===== config.mk =====
export PLATFORM = sky130hd
export DESIGN_NAME = prim_clk_gate
export DESIGN_NICKNAME = d
export VERILOG_FILES = /design/src/rtl/prim_clk_gate_pkg.sv /design/src/rtl/prim_clk_gate_latch.sv /design/src/rtl/prim_clk_gate.sv
export SDC_FILE = /design/constraint.sdc
export NUM_CORES = 1
export LEC_CHECK = 0
export BUFFER_PORTS_ARGS = -buffer_cell sky130_fd_sc_hd__buf_4
export CAP_MARGIN = 0
export CELL_PAD_IN_SITES_DETAIL_PLACEMENT = 0
export CELL_PAD_IN_SITES_GLOBAL_PLACEMENT = 1
export CORE_MARGIN = 1
export CORE_UTILIZATION = 42
export CTS_CLUSTER_SIZE = 12
export DETAILED_ROUTE_END_ITERATION = 10
export PLACE_DENSITY_LB_ADDON = 0.1
export SYNTH_ARGS = -nofsm -noshare
export SYNTH_HDL_FRONTEND = slang
export SYNTH_SLANG_ARGS = --single-unit
export TNS_END_PERCENT = 30

===== constraint.sdc =====
create_clock -name clk_i -period 4.87 [get_ports clk_i]
set_input_delay 0 -clock clk_i [delete_from_list [all_inputs] [get_ports clk_i]]
set_output_delay 0 -clock clk_i [all_outputs]
set_load 0.02 [all_outputs]

===== src/rtl/prim_clk_gate_pkg.sv =====
// prim_clk_gate shared constants and helpers.
// Hold counter sizing lives here so both users agree.
package prim_clk_gate_pkg;

  localparam int CntWidthDef = 16;

  // Width of the idle hold-off counter; never zero.
  function automatic int hold_width(input int idle);
    return (idle > 0) ? $clog2(idle + 1) : 1;
  endfunction

endpackage


===== src/rtl/prim_clk_gate_latch.sv =====
// Low-transparent enable latch plus AND gate.
// Swap this module for a foundry ICG cell.
module prim_clk_gate_latch (
  input  logic clk,
  input  logic rst_n,
  input  logic en,
  output logic en_lat,
  output logic clk_gated
);

  // Enable follows en while clk is low, holds while high.
  always_latch begin
    if (!rst_n) begin
      en_lat <= 1'b0;
    end else if (!clk) begin
      en_lat <= en;
    end
  end

  // Gated clock: only whole high phases pass.
  assign clk_gated = clk & en_lat;

endmodule


===== src/rtl/prim_clk_gate.sv =====
// Glitch-free clock gate with test bypass,
// idle hold-off and saturating activity counter.
module prim_clk_gate
  import prim_clk_gate_pkg::*;
#(
  parameter int IdleDelay = 0,
  parameter int CntWidth  = CntWidthDef
) (
  input  logic                clk_i,
  input  logic                rst_ni,
  input  logic                en_i,
  input  logic                test_en_i,
  input  logic                cnt_clr_i,
  output logic                clk_o,
  output logic                en_status_o,
  output logic [CntWidth-1:0] active_cnt_o
);

  localparam logic [CntWidth-1:0] CntMax = '1;

  logic hold_act;
  logic en_eff;
  logic lat_rst_n;
  logic en_lat;

  if (IdleDelay > 0) begin : g_hold
    localparam int HW = hold_width(IdleDelay);
    localparam logic [HW-1:0] HoldLoad = HW'(IdleDelay);

    logic [HW-1:0] hold_q;

    // Reload on enable, else count down to zero.
    always_ff @(posedge clk_i or negedge rst_ni) begin
      if (!rst_ni) begin
        hold_q <= '0;
      end else if (en_i) begin
        hold_q <= HoldLoad;
      end else if (hold_q != '0) begin
        hold_q <= hold_q - HW'(1);
      end
    end

    assign hold_act = (hold_q != '0);
  end else begin : g_no_hold
    assign hold_act = 1'b0;
  end

  assign en_eff = en_i | test_en_i | hold_act;

  // Scan must keep the gate usable while in reset.
  assign lat_rst_n = rst_ni | test_en_i;

  prim_clk_gate_latch u_latch (
    .clk       (clk_i),
    .rst_n     (lat_rst_n),
    .en        (en_eff),
    .en_lat    (en_lat),
    .clk_gated (clk_o)
  );

  assign en_status_o = en_lat;

  // Count edges with the gate open; clear wins.
  always_ff @(posedge clk_i or negedge rst_ni) begin
    if (!rst_ni) begin
      active_cnt_o <= '0;
    end else if (cnt_clr_i) begin
      active_cnt_o <= '0;
    end else if (en_lat && active_cnt_o != CntMax) begin
      active_cnt_o <= active_cnt_o + CntWidth'(1);
    end
  end

endmodule


==> Implementation_results.wiki, run 1 <==
{| class="wikitable"
! Metric !! Value
|-
| CP max stage delay || 0.60 ns
|-
| Latest clock arrival within the worst-skew pair || ~0.4 ns
|-
| Worst min-delay path category || primary input to clock gate
|-
| Type of the setup path with the least slack || latch to flip-flop
|-
| FF-to-FF path depth || 4
|-
| Launch point of the critical path || u_latch.en_lat
|-
| Initial detailed-routing violation count || 18
|-
| Mean area per synthesized cell || 9.561 sq um
|-
| Total power per unit cell area || 255.7 nW/um^2
|-
| Antenna-violating nets left || 0
|-
| Ratio of routed vias to standard cells || roughly 5.9
|-
| Final Setup Violations || 0
|-
| Final wirelength || 2.565 mm
|-
| Critical path destination || active_cnt_o[15]
|-
| Share of total power consumed by net switching || 27.15%
|-
| Req. time, crit path || 5.21 ns
|-
| Gate Count Post-Synth || ~110
|-
| Share of layout cells above drive strength 1 || 28.87%
|-
| Placeable Area || 2233 sq um
|-
| Seq pwr share || 41.8%
|-
| Cell with the biggest individual delay on the critical path || sky130_fd_sc_hd__dlxtp_1
|-
| Data arrival at the endpoint of the critical path || 4.39 ns
|-
| Clock transition at the registers of the reported paths || 0.15 ns
|-
| IO buf count || 22
|-
| Synthesis-to-layout area growth || 33.58%
|-
| Worst path buffer plus inverter count || 0
|-
| Final clock skew || 0.08218 ns
|-
| Leading cell types by total area after synthesis || sky130_fd_sc_hd__dfrtp_1 (40%), sky130_fd_sc_hd__a21oi_1 (5.9%), sky130_fd_sc_hd__nand4_1 (3.7%), sky130_fd_sc_hd__o31ai_1 (3.7%), sky130_fd_sc_hd__o21ai_0 (3.0%)
|-
| Endpoint of the worst-slack reg-to-reg timing path || active_cnt_o[15]
|-
| Cell Rows || 17
|-
| Number of inserted diodes || 0
|-
| Layout net count || ~150
|-
| Total standard cell area after synthesis || around 1000 sq um
|-
| CTS tree || done
|-
| Reg-to-reg setup timing slack || 0.81 ns
|-
| Number of global-route vias before repair || 922
|-
| Synthesized netlist net count || 112
|-
| Number of top-level pins || 23
|-
| Outcome || completed
|-
| Number of hold violations in the final report || 0
|-
| Maximum resistive drop on vdd || 0.0001536 V
|-
| Core occupancy in the finished layout || roughly three fifths
|-
| Portion of total power attributed to combinational logic || about 9%
|-
| Number of detailed-routing iterations run before antenna repair || 4
|-
| Beginning of the worst register-to-register path || u_latch.en_lat
|-
| Net switching power of the design || 0.09397 mW
|-
| Share of the synthesized area in the top cell type || 39.51%
|-
| Unrepaired setup endpoints after global routing || no
|-
| Die Width || 51.12 um
|-
| Die area || 2613 sq um
|-
| Half-perimeter wire length after detailed placement || 1.576 mm
|-
| Number of storage elements in the synthesis netlist || 17
|-
| CP cell instances || and4_1 -> o2111ai_1 -> or4_1 -> a21oi_1
|-
| PostCTS Resize Cnt || 0
|-
| Transition time at the pin with the least slew margin || 0.7895 ns
|-
| Number of distinct library cells after synthesis || 40
|-
| Leak || 0.5794 nW
|-
| Synthesis Warnings || 0
|-
| Drt wl/cell || 15.09 um
|-
| Yosys top cell by area || sky130_fd_sc_hd__dfrtp_1
|-
| Effective utilization at floorplan || 45.38%
|-
| Total via count after detailed routing || 998
|-
| Final RePlAce weighted congestion || 0.7854
|-
| Cell internal power dissipation || 0.2522 mW
|-
| All-layer global routing usage || 23.31%
|-
| Count of pins over their slew limit || 0
|-
| Vertical die dimension || 51.12 um
|-
| Antenna violations before repair || 0
|-
| Wire length of the first global-routing pass || 4.278 mm
|-
| Worst slew margin relative to its limit || 47.19%
|-
| Number of cells on the critical path || 4
|-
| Drt drc || 0
|-
| Relative contribution of the clock network to total power || 49.3%
|-
| Critical Path Sink Type || flip-flop
|-
| Family with the most delay on the worst path || simple AND/OR/NAND/NOR gates
|-
| Max Fanout on Critical Path || 13
|-
| Number of max-cap violations || 0
|-
| Kind of start point of the critical path || latch
|-
| Total congestion overflow after global routing || 0
|-
| Largest net degree at the start of global routing || 19
|-
| Setup TNS || 0 ns
|}
==> flip-flops by register name, summed over array words and instances (netlist names) <==
| name | count |
|---|---|
| u_latch.en_lat | 1 |
| active_cnt_o | 16 |
==> cells by family after synthesis <==
logic type               synth area share (%)
latches                                 1.481
multiplexers                            3.456
flip-flops                              39.51
buffers and inverters                   5.060
AO/OA/AOI/OAI                           18.27
adder cells (fa/ha/maj)                 1.234
AND/OR/NAND/NOR                         30.99
==> cells in the mapped netlist <==
cell type,number
sky130_fd_sc_hd__dfrtp_1,16
sky130_fd_sc_hd__a21oi_1,12
sky130_fd_sc_hd__nand2_1,6
sky130_fd_sc_hd__nand4_1,6
sky130_fd_sc_hd__o21ai_0,6
sky130_fd_sc_hd__nand3_1,5
sky130_fd_sc_hd__o31ai_1,5
sky130_fd_sc_hd__nor2_1,4
sky130_fd_sc_hd__and4_1,3
sky130_fd_sc_hd__inv_1,3
sky130_fd_sc_hd__nor3_1,3
sky130_fd_sc_hd__or3_2,3
sky130_fd_sc_hd__a211oi_1,2
sky130_fd_sc_hd__and2_1,2
sky130_fd_sc_hd__buf_4,2
sky130_fd_sc_hd__mux2i_1,2
sky130_fd_sc_hd__nand2b_1,2
sky130_fd_sc_hd__or4_1,2
sky130_fd_sc_hd__a21o_1,1
sky130_fd_sc_hd__and2b_2,1
sky130_fd_sc_hd__and3_1,1
sky130_fd_sc_hd__and4_2,1
sky130_fd_sc_hd__buf_2,1
sky130_fd_sc_hd__buf_6,1
sky130_fd_sc_hd__clkbuf_1,1
sky130_fd_sc_hd__clkbuf_2,1
sky130_fd_sc_hd__dlxtp_1,1
sky130_fd_sc_hd__ha_1,1
sky130_fd_sc_hd__mux2_4,1
sky130_fd_sc_hd__nand4_4,1
sky130_fd_sc_hd__nor2_4,1
sky130_fd_sc_hd__nor4_1,1
sky130_fd_sc_hd__nor4_4,1
sky130_fd_sc_hd__o2111ai_1,1
sky130_fd_sc_hd__o211ai_1,1
sky130_fd_sc_hd__o21ba_2,1
sky130_fd_sc_hd__o31a_1,1
sky130_fd_sc_hd__or3_1,1
sky130_fd_sc_hd__or4_2,1
sky130_fd_sc_hd__or4b_1,1
==> how the worst min path moves through the flow <==
| stage | slack (ns) | end | depth (start not counted) | start |
|---|---|---|---|---|
| after detailed placement | -2.35 | clock gate | 1 | test_en_i |
| after global routing | 0.16 | clock gate | 6 | test_en_i |
| after global placement | -2.35 | clock gate | 1 | test_en_i |
| final | 0.1 | clock gate | 6 | test_en_i |
| after CTS | 0.10 | clock gate | 6 | test_en_i |
| after floorplan | -2.44 | clock gate | 0 | test_en_i |
==> worst register-to-register path: stages (launching register included) <==
cell	delay, ns
sky130_fd_sc_hd__dlxtp_1	0.60
sky130_fd_sc_hd__and4_1	0.24
sky130_fd_sc_hd__o2111ai_1	0.19
sky130_fd_sc_hd__or4_1	0.45
sky130_fd_sc_hd__a21oi_1	0.15
==> metrics by stage <==
| stage | instances | area [sq um] | worst slack (ns) | total power, mW | hold WS (ns) |
|---|---|---|---|---|---|
| 4_1_cts | 170 | 1354 | 0.8269 | 0.3488 | 0.1008 |
| 5_1_grt | 170 | 1354 | 0.7130 | 0.3607 | 0.1648 |
| 3_5_place_dp | 150 | 1174 | 0.7884 | 0.1932 | -2.352 |
| 3_3_place_gp | 150 | 1174 | 0.8556 | 0.1929 | -2.355 |
| 2_1_floorplan | 106 | 1013 | 0.9866 | 0.1741 | -2.435 |
| 6_report | 170 | 1354 | 0.8142 | 0.3462 | 0.09990 |
==> placed cells by master, fill, tap and decap left out, types with 3 or more instances in the layout <==
master and count:
sky130_fd_sc_hd__dfrtp_1 16, sky130_fd_sc_hd__or3_2 3, sky130_fd_sc_hd__clkbuf_4 7, sky130_fd_sc_hd__o31ai_1 5
sky130_fd_sc_hd__nor3_1 3, sky130_fd_sc_hd__o21ai_0 6, sky130_fd_sc_hd__nand2_1 6, sky130_fd_sc_hd__nand4_1 6
sky130_fd_sc_hd__inv_1 3, sky130_fd_sc_hd__nor2_1 4, sky130_fd_sc_hd__dlygate4sd3_1 11, sky130_fd_sc_hd__buf_4 22
sky130_fd_sc_hd__nand3_1 5, sky130_fd_sc_hd__and4_1 3, sky130_fd_sc_hd__a21oi_1 12
==> cell type report <==
class,count,area [sq um]
Clock buffer,10,77.57
Fill cell,203,879.6
Inverter,3,11.26
Multi-Input combinational cell,80,546.8
Sequential cell,17,415.4
Tap cell,28,35.03
Timing Repair Buffer,32,267.8
==> per-layer routing <==
layer	global-route usage (%)	wire [um]
met1	30.58	1240
met2	32.24	1106
met3	3.869	142
met4	21.30	75
met5	0	0
==> power by group through the flow <==
stage               Clock (mW)  Combinational, mW  Sequential, mW
floorplan               0.0140             0.0115           0.149
global placement        0.0220             0.0238           0.147
detailed placement      0.0220             0.0240           0.147
CTS                      0.173             0.0315           0.145
global route             0.181             0.0342           0.145
finish                   0.171             0.0311           0.145
==> timing repair <==
item | CTS | global route
hold buffers | 11 | 0
setup buffers | 0 | 0
endpoints found under the hold margin | 33 | 0
Power figures use the tool's default switching activity.
==> inputs of run 2 (changes only) <==
Settings changed: CORE_UTILIZATION 42 to 36.
Clock period 4.87 ns to 3.7 ns, I/O delays scaled along.
==> run 2 against run 1 <==
Compared with the run above:
- setup slack worse by 0.61 ns
- hold slack worse by 0.076 ns
- largest cell class unchanged
- power up 23%
- global-route usage fell by 2.1 points
- clock power is 14% higher
- critical path depth is 1 higher
- clock-buffer cell count is 1 lower
- register-to-register slack got worse by 0.42 ns
- critical endpoint is now u_latch.en_lat
- via count is 2.5% lower
- utilization down 8.8 points
- die area is 16% higher
- sequential cell count did not move
==> Implementation_results.wiki, run 2 (synthesized netlist as in run 1, its figures left out) <==
{| class="wikitable"
! Metric !! Value
|-
| Initial detailed-routing violation count || 23 (+5)
|-
| Final RePlAce weighted congestion || 0.6868 (-13%)
|-
| Worst min-delay path category || primary input to clock gate
|-
| Layout net count || 147 (-0.68%)
|-
| Outcome || completed
|-
| Vertical die dimension || 55.06 um (+7.7%)
|-
| Number of flip-flops in the largest register || 16 (unchanged)
|-
| Leak || 0.5685 nW (-1.9%)
|-
| Worst slew margin relative to its limit || 47.19% (about the same)
|-
| Total via count after detailed routing || 973 (-2.5%)
|-
| Crit-path most repeated cell || sky130_fd_sc_hd__dlygate4sd3_1
|-
| Wire length of the first global-routing pass || 4.395 mm (+2.7%)
|-
| Max Fanout on Critical Path || 2 (-11)
|-
| Number of global-route vias before repair || 948 (+2.8%)
|-
| Number of max-cap violations || 0 (unchanged)
|-
| Clock transition at the registers of the reported paths || 0.06 ns (-0.09 ns)
|-
| Antenna-violating nets left || 0 (unchanged)
|-
| Die area || 3032 sq um (+16%)
|-
| Final wirelength || 2.674 mm (+4.2%)
|-
| Number of inserted diodes || 0 (unchanged)
|-
| Cell with the biggest individual delay on the critical path || sky130_fd_sc_hd__dlygate4sd3_1
|-
| IO buf count || 22 (unchanged)
|-
| Total congestion overflow after global routing || 0 (unchanged)
|-
| CP cell instances || dlygate4sd3_1 -> buf_4 -> dlygate4sd3_1 -> dlygate4sd3_1 -> a21o_1
|-
| Largest net degree at the start of global routing || 19 (unchanged)
|-
| Cell Rows || 18 (+1)
|-
| Number of top-level pins || 23 (unchanged)
|-
| Beginning of the worst register-to-register path || u_latch.en_lat
|-
| HP Start || rst_ni
|-
| Latest clock arrival within the worst-skew pair || 0.40 ns (about the same)
|-
| Unrepaired setup endpoints after global routing || no
|-
| Number of hold violations in the final report || 0 (unchanged)
|-
| Placeable Area || 2567 sq um (+15%)
|-
| Total power per unit cell area || 319.7 nW/um^2 (+25%)
|-
| Count of hold buffers inserted by post-cts repair || 9 (-2)
|-
| Drt drc || 0 (unchanged)
|-
| Most common library cell in the layout ignoring fill and taps || sky130_fd_sc_hd__buf_4
|-
| Final clock skew || 0.1068 ns (+0.02465 ns)
|-
| Antenna violations before repair || 0 (unchanged)
|-
| Ratio of routed vias to standard cells || 5.724 (-2.5%)
|-
| Kind of start point of the critical path || primary input
|-
| Data arrival at the endpoint of the critical path || 1.93 ns (-2.46 ns)
|-
| Final Total Pwr || 0.4252 mW (+23%)
|-
| Share of layout cells above drive strength 1 || 29.29% (+0.41 points)
|-
| Half-perimeter wire length after detailed placement || 1.685 mm (+6.9%)
|-
| CP max stage delay || 0.57 ns (-0.03 ns)
|-
| Register containing the most flip-flops in the final layout || active_cnt_o
|-
| Drt wl/cell || 15.73 um (+4.2%)
|-
| All-layer global routing usage || 21.23% (-2.1 points)
|-
| CTS tree || done
|-
| Synthesis-to-layout area growth || 31.24%
|-
| Maximum resistive drop on vdd || 0.0002375 V (+55%)
|-
| Type of the setup path with the least slack || primary input to latch
|-
| Worst Hold Margin || 0.02422 ns (-0.07568 ns)
|-
| Transition time at the pin with the least slew margin || 0.7895 ns (-0.00002193 ns)
|-
| Final Setup Violations || 0 (unchanged)
|-
| Count of pins over their slew limit || 0 (unchanged)
|-
| Die Width || 55.06 um (+7.7%)
|-
| PostCTS Resize Cnt || 0 (unchanged)
|-
| Launch point of the critical path || test_en_i
|-
| Post-CTS Repair Setup Buffers || 0 (unchanged)
|-
| Number of detailed-routing iterations run before antenna repair || 4 (unchanged)
|-
| Critical Path Sink Type || latch
|-
| Req. time, crit path || 2.14 ns (-3.07 ns)
|-
| Largest registers || active_cnt_o: 16 flops, u_latch.en_lat: 1 flops
|-
| Highest-count cells in the layout ignoring fill and taps || sky130_fd_sc_hd__buf_4 (23), sky130_fd_sc_hd__dfrtp_1 (16), sky130_fd_sc_hd__a21oi_1 (12), sky130_fd_sc_hd__dlygate4sd3_1 (9), sky130_fd_sc_hd__clkbuf_4 (7)
|-
| Effective utilization at floorplan || 39.47% (-5.9 points)
|-
| Setup TNS || 0 ns (unchanged)
|}
[run 2: cell type report]
class | instances | area (sq um)
well taps | 30 | 37.54
flip-flops and latches | 17 | 415.4
repair buffers | 31 | 255.2
inverters | 3 | 11.26
clock buffers | 9 | 63.81
multi-input cells | 80 | 546.8
fillers | 246 | 1237
[run 2: layer usage]
layer | GRT usage, % | up-vias | routed length [um] | share of wire [%]
met5 | 0 | - | 0 | 0
met4 | 11.67 | 0 | 39 | 1.5
met3 | 4.372 | 6 | 66 | 2.5
met2 | 29.92 | 16 | 1233 | 46
met1 | 29.83 | 478 | 1336 | 50
li1 | - | 473 | - | -
[run 2: final timing paths]
check | endpoint | slack [ns] | cells past startpoint
max | u_latch.en_lat | 0.21 | 5
min | clock gate | 0.02 | 4
max reg2reg | active_cnt_o[15] | 0.39 | 4
min reg2reg | active_cnt_o[14] | 0.55 | 1
max in group gated | clock gate | 1.59 | 5
max in group asynchronous | active_cnt_o[12] | 1.87 | 4
min in group clk_i | active_cnt_o[3] | 0.46 | 3
min in group asynchronous | active_cnt_o[3] | 1.35 | 4
[run 2: through the flow]
stage / util (%) / cell area (sq um) / cells / setup slack (ns)
after floorplan: - / 1013 / 106 / 0.4016
after global placement: 46.10 / 1184 / 153 / 0.3675
after detailed placement: 46.10 / 1184 / 153 / 0.3308
after CTS: 51.80 / 1330 / 170 / 0.2326
after global routing: 51.80 / 1330 / 170 / 0.1775
final: 51.80 / 1330 / 170 / 0.2086
[run 2: where the power goes]
group | internal (mW) | switching [mW]
Combinational | 0.0206 | 0.0206
Sequential | 0.184 | 0.00551
Clock | 0.104 | 0.0902
[run 2: worst max-delay path, delay by kind of cell]
kind                   cells  cell delay, ns
buffers and inverters      4            1.78
AO/OA/AOI/OAI              1            0.15
